## config.mk

```make
export PLATFORM = sky130hd
export DESIGN_NAME = modred_arbiter
export DESIGN_NICKNAME = d
export VERILOG_FILES = /design/src/rtl/modred_arbiter.sv
export SDC_FILE = /design/constraint.sdc
export NUM_CORES = 1
export LEC_CHECK = 0
export ABC_AREA = 1
export CAP_MARGIN = 40
export CORE_AREA = 2 2 183 185
export DETAILED_ROUTE_END_ITERATION = 10
export DIE_AREA = 0 0 185 187
export DONT_BUFFER_PORTS = 1
export PLACE_DENSITY = 0.43
export SLEW_MARGIN = 20
export SYNTH_ARGS = -nofsm -noshare
export SYNTH_HDL_FRONTEND = slang
export SYNTH_SLANG_ARGS = --single-unit
```

## constraint.sdc

```tcl
create_clock -name clk -period 1.8 [get_ports clk]
set_clock_uncertainty 0.2 [all_clocks]
set_input_delay 0.09 -clock clk [delete_from_list [all_inputs] [get_ports clk]]
set_output_delay 0.09 -clock clk [all_outputs]
set_load 0.005 [all_outputs]
```

## src/rtl/modred_arbiter.sv

```systemverilog
// Round-robin front end for a shared modular-reduction pipeline; results return RED_LAT+1 cycles after handshake, no response back-pressure.
// Modulus reloads drain the pipeline first. Define MODRED_ARB_PERF_EN to add the perf_issued/perf_stall counters.
module modred_arbiter #(
  parameter int DATA_SIZE_ARB = 32,
  parameter int NUM_REQ       = 4,
  parameter int RED_LAT       = 4
) (
  input  logic                               clk,
  input  logic                               reset,
  input  logic                               cfg_we,
  input  logic [DATA_SIZE_ARB-1:0]           cfg_q,
  output logic                               cfg_done,
  input  logic [NUM_REQ-1:0]                 req_valid,
  input  logic [NUM_REQ*2*DATA_SIZE_ARB-1:0] req_P,
  output logic [NUM_REQ-1:0]                 req_ready,
  output logic [2*DATA_SIZE_ARB-1:0]         red_P,
  output logic [DATA_SIZE_ARB-1:0]           red_q,
  input  logic [DATA_SIZE_ARB-1:0]           red_C,
  output logic [NUM_REQ-1:0]                 rsp_valid,
  output logic [DATA_SIZE_ARB-1:0]           rsp_data,
  output logic                               busy
`ifdef MODRED_ARB_PERF_EN
  ,
  output logic [31:0]                        perf_issued,
  output logic [31:0]                        perf_stall
`endif
);

  localparam int IDW = (NUM_REQ > 1) ? $clog2(NUM_REQ) : 1;

  localparam logic [1:0] ST_UNCFG = 2'd0;
  localparam logic [1:0] ST_RUN   = 2'd1;
  localparam logic [1:0] ST_DRAIN = 2'd2;
  localparam logic [1:0] ST_LOAD  = 2'd3;

  logic [1:0]               state;
  logic [DATA_SIZE_ARB-1:0] pend_q;
  logic [IDW-1:0]           rr_ptr;
  logic                     grant_hit;
  logic [IDW-1:0]           grant_id;
  logic [IDW-1:0]           next_ptr;
  int                       idx;

  // Stage 0 travels alongside red_P; stage RED_LAT lines up with a valid red_C.
  logic [RED_LAT:0]          fl_vld;
  logic [RED_LAT:0][IDW-1:0] fl_id;

  always_comb begin
    req_ready = '0;
    grant_hit = 1'b0;
    grant_id  = '0;
    idx       = 0;
    if (state == ST_RUN && !cfg_we) begin
      for (int k = 0; k < NUM_REQ; k++) begin
        idx = int'(rr_ptr) + k;
        if (idx >= NUM_REQ) idx = idx - NUM_REQ;
        if (!grant_hit && req_valid[IDW'(idx)]) begin
          grant_hit = 1'b1;
          grant_id  = IDW'(idx);
        end
      end
      if (grant_hit) req_ready[grant_id] = 1'b1;
    end
  end

  always_comb begin
    if (grant_id == IDW'(NUM_REQ - 1)) next_ptr = '0;
    else                               next_ptr = grant_id + IDW'(1);
  end

  assign busy = (state != ST_RUN) || (|fl_vld);

  always_ff @(posedge clk) begin
    if (reset) begin
      state     <= ST_UNCFG;
      pend_q    <= '0;
      red_q     <= '0;
      cfg_done  <= 1'b0;
      rr_ptr    <= '0;
      red_P     <= '0;
      fl_vld    <= '0;
      fl_id     <= '0;
      rsp_valid <= '0;
      rsp_data  <= '0;
    end else begin
      cfg_done <= 1'b0;
      fl_vld   <= {fl_vld[RED_LAT-1:0], grant_hit};
      fl_id    <= {fl_id[RED_LAT-1:0], grant_id};

      if (grant_hit) begin
        red_P  <= req_P[grant_id*2*DATA_SIZE_ARB +: 2*DATA_SIZE_ARB];
        rr_ptr <= next_ptr;
      end

      if (fl_vld[RED_LAT]) begin
        rsp_valid <= NUM_REQ'(1) << fl_id[RED_LAT];
        rsp_data  <= red_C;
      end else begin
        rsp_valid <= '0;
      end

      case (state)
        ST_UNCFG: begin
          if (cfg_we) begin
            pend_q <= cfg_q;
            state  <= ST_LOAD;
          end
        end
        ST_RUN: begin
          if (cfg_we) begin
            pend_q <= cfg_q;
            state  <= ST_DRAIN;
          end
        end
        ST_DRAIN: begin
          // Old-modulus results must all leave before red_q changes under them.
          if (fl_vld == '0) state <= ST_LOAD;
        end
        default: begin
          red_q    <= pend_q;
          cfg_done <= 1'b1;
          state    <= ST_RUN;
        end
      endcase
    end
  end

`ifdef MODRED_ARB_PERF_EN
  always_ff @(posedge clk) begin
    if (reset) begin
      perf_issued <= '0;
      perf_stall  <= '0;
    end else begin
      if (grant_hit)                 perf_issued <= perf_issued + 32'd1;
      if (|req_valid && !grant_hit)  perf_stall  <= perf_stall + 32'd1;
    end
  end
`endif

endmodule

```

==> out/metrics.cfg <==
[detailed_routing]
drt-total-wl_mm = 46.26
avgRoutedWirePerCell_um = 18.53
drt-vias-per-instance = 5.017
first_iter_violations = 760
vias = 12520
drt-pass1-iter-count = 5
ant_nets = 0
drc_errors = 0

[setup_path]
cpPeakStageDelay_ns = 0.37
crit_path_cell_trace = buf_12 -> nand2_1 -> nand2_2 -> nand2_2 -> nand2_4 -> buf_6 -> nand4_1 -> nand3_2 -> buf_6 -> nor3_4 -> buf_4
start_kind = flop
timing.critical_path.arrival_ns = 2.11
critPathSlowestCell = dfxtp_4
crit_type = flop to primary output
path_buf_inv = 4
cp_top_family = simple AND/OR/NAND/NOR gates
required_ns = 1.51
setup.worst_path.end_class = primary output
cp_max_fo = 8

[grt]
grt_max_degree = 73
grt_pass1_vias = 12000
grt_overflow = 0
busiest_layer = met2
met2_usage_pct = 40.39
use_met3_pct = 7.516
use_met1_pct = 26.50
antenna_found_initial = 0
grtUsageTotal_pct = 23.85
grt_pass1_wl_mm = 64.43

[timing]
relSlewSlack_pct = 68.44
post-route-period-util_pct = 133.4
worst_pin_slew_ns = 0.4726
hold_viol = 0
setup_slack_ns = -0.6008
grt_setup_unrepaired = yes
max_freq_mhz = 416.5
slew_violations = 0
min_period_ns = 2.401
finalSetupViolCount = 83

[clocking]
cts-root-buf = clkbuf_16
htreeDepth = 4
cts_tree = done
cts_max_path_buffers = 2
clock_latency_ns = 0.45
path_clk_slew_ns = 0.08
numCtsBuffers = 17
cts_sinks = 184

[yosys]
synthAdderAreaFrac_pct = 0
synthesis.area_sq_um = 10150
synthMuxAreaShare_pct = 0
synth-seq-cells = 184
yosysTopAreaCell = dfxtp_1
synth_xor_area_share_pct = 0
syn_avg_cell_area_sq_um = 6.130
yosys.area_share.simple_pct = 37.95
synth_compound_area_share_pct = 6.212
ys_types = 23
synth_top_cell_area_share_pct = 36.29
ys_warn_count = 0
synth_nets = 1983
yosys-top-cells-area = dfxtp_1 36%, inv_1 14%, nand3_1 11%
synth_top_family_by_area = simple AND/OR/NAND/NOR gates
syn_inst = 1656
seq_area_frac_synth_pct = 36.29

[pwr]
combPwrFrac_pct = 32.2
clkPwrFrac_pct = 31.6
power_density_nw_per_um2 = 711.7
switching_share_pct = 32.05
power_switching_mw = 3.922
leakagePower_nw = 8.353
p_int_mw = 8.315
pwr-share-seq_pct = 36.2
peakVddDrop_mv = 0.6612

[floorplan]
initial_core_util_pct = 30.89
ios = 465
core_sq_um = 32860
die_h_um = 187
fp.dieW_um = 185
dieArea_sq_um = 34600
rows = 67

[placement]
port_buffers = 0
dp_cells = 2062
dp_hpwl_mm = 26.79
gp_congestion = 0.9030
dpl_cell_area_sq_um = 11090

[run]
maxCapViolations = 0

[status]
violations = setup timing
status = finished with violations

[layout]
stdcell_area_sq_um = 17190
regArea_sq_um = 3692
fin_nets = 2363
fin_util_pct = 52.32
n_fill_cell = 3064
final_common_cell = inv_1
syn2layout_area_growth_pct = 69.38
drive_gt1_share_pct = 17.10
multi_input_area_sq_um = 5464
layoutNonFillerInstCount = 2496
layout_common_cells = 367 x inv_1, 344 x dlygate4sd3_1, 224 x nor2_1, 218 x nand2_1, 181 x dfxtp_1

[worst_hold_path]
min_path_type = primary input to flop

-- logic make-up after synthesis --
kind of cell / after synthesis
compound gates: 125
flops: 184
simple gates: 853
buf+inv: 494
-- Yosys cell counts --
cell type	number
o21ai_1	1
nor2_2	1
o21ai_0	91
nand3b_1	3
inv_1	369
buf_1	10
buf_6	3
nand2_2	5
nand4_1	129
nand2_1	247
buf_2	44
buf_4	14
a21oi_1	31
nand3_2	1
nor2_1	232
dfxtp_1	184
a211oi_1	2
nor3_1	2
inv_2	5
clkinv_1	1
clkbuf_1	48
or2_1	1
nand3_1	232
-- metal layers --
metal / wire length, um / vias up
li1: - / 5904
met1: 17760 / 5707
met2: 22020 / 728
met3: 4345 / 184
met4: 2142 / 0
met5: 0 / -
-- power groups by stage --
stage               sequential, mW  clock (mW)  combinational (mW)
global placement              4.53           0                2.13
finish                        4.43        3.86                3.94
floorplan                     4.46           0                1.47
global route                  4.46        4.11                4.21
CTS                           4.43        3.98                3.13
detailed placement            4.53           0                2.13
-- flip-flops by register name, summed over array words and instances, names as in the netlist --
name	count
red_q	32
state	2
pend_q	32
rsp_data	32
rr_ptr	2
cfg_done	1
rsp_valid	4
fl_id	10
fl_vld	5
red_P	64
-- layout make-up --
type	count	share of cell area [%]
clock inverters	9	0.6840
clock buffers	21	2.678
well taps	448	3.260
repair buffers	480	31.81
inverters	375	8.303
flip-flops and latches	184	21.47
diodes	1	0.01455
multi-input cells	978	31.78
-- metrics by stage --
stage	hold WS, ns	setup slack (ns)	setup TNS [ns]	power [mW]
2_1_floorplan	0.02490	-0.1423	-8.603	5.924
3_3_place_gp	-0.001585	-0.5341	-28.94	6.659
3_5_place_dp	-0.01310	-0.5504	-30.40	6.660
4_1_cts	-0.1452	-0.6175	-36.50	11.55
5_1_grt	0.04032	-0.6881	-46.67	12.78
6_report	0.04613	-0.6008	-38.06	12.24
-- worst paths after layout --
check | end | slack, ns | from | cells past startpoint
worst max register to register | red_P[9] | -0.55 | rr_ptr[0] | 16
worst max-delay path | req_ready[0] | -0.60 | rr_ptr[0] | 11
worst min-delay path | fl_id[2] | 0.05 | reset | 2
worst min register to register | red_q[3] | 0.24 | pend_q[3] | 2
-- timing repair --
| item | 4_1_cts | 5_1_grt |
|---|---|---|
| resized for setup | 78 | 187 |
| gates cloned | 8 | 19 |
| pin swaps | 41 | 86 |
| buffers inserted | 18 | 14 |
| hold buffers | 342 | 5 |
| endpoints found under the setup margin | 72 | 80 |
| hold endpoints to repair | 178 | 46 |
No activity file was read; power rests on OpenSTA's default activity.
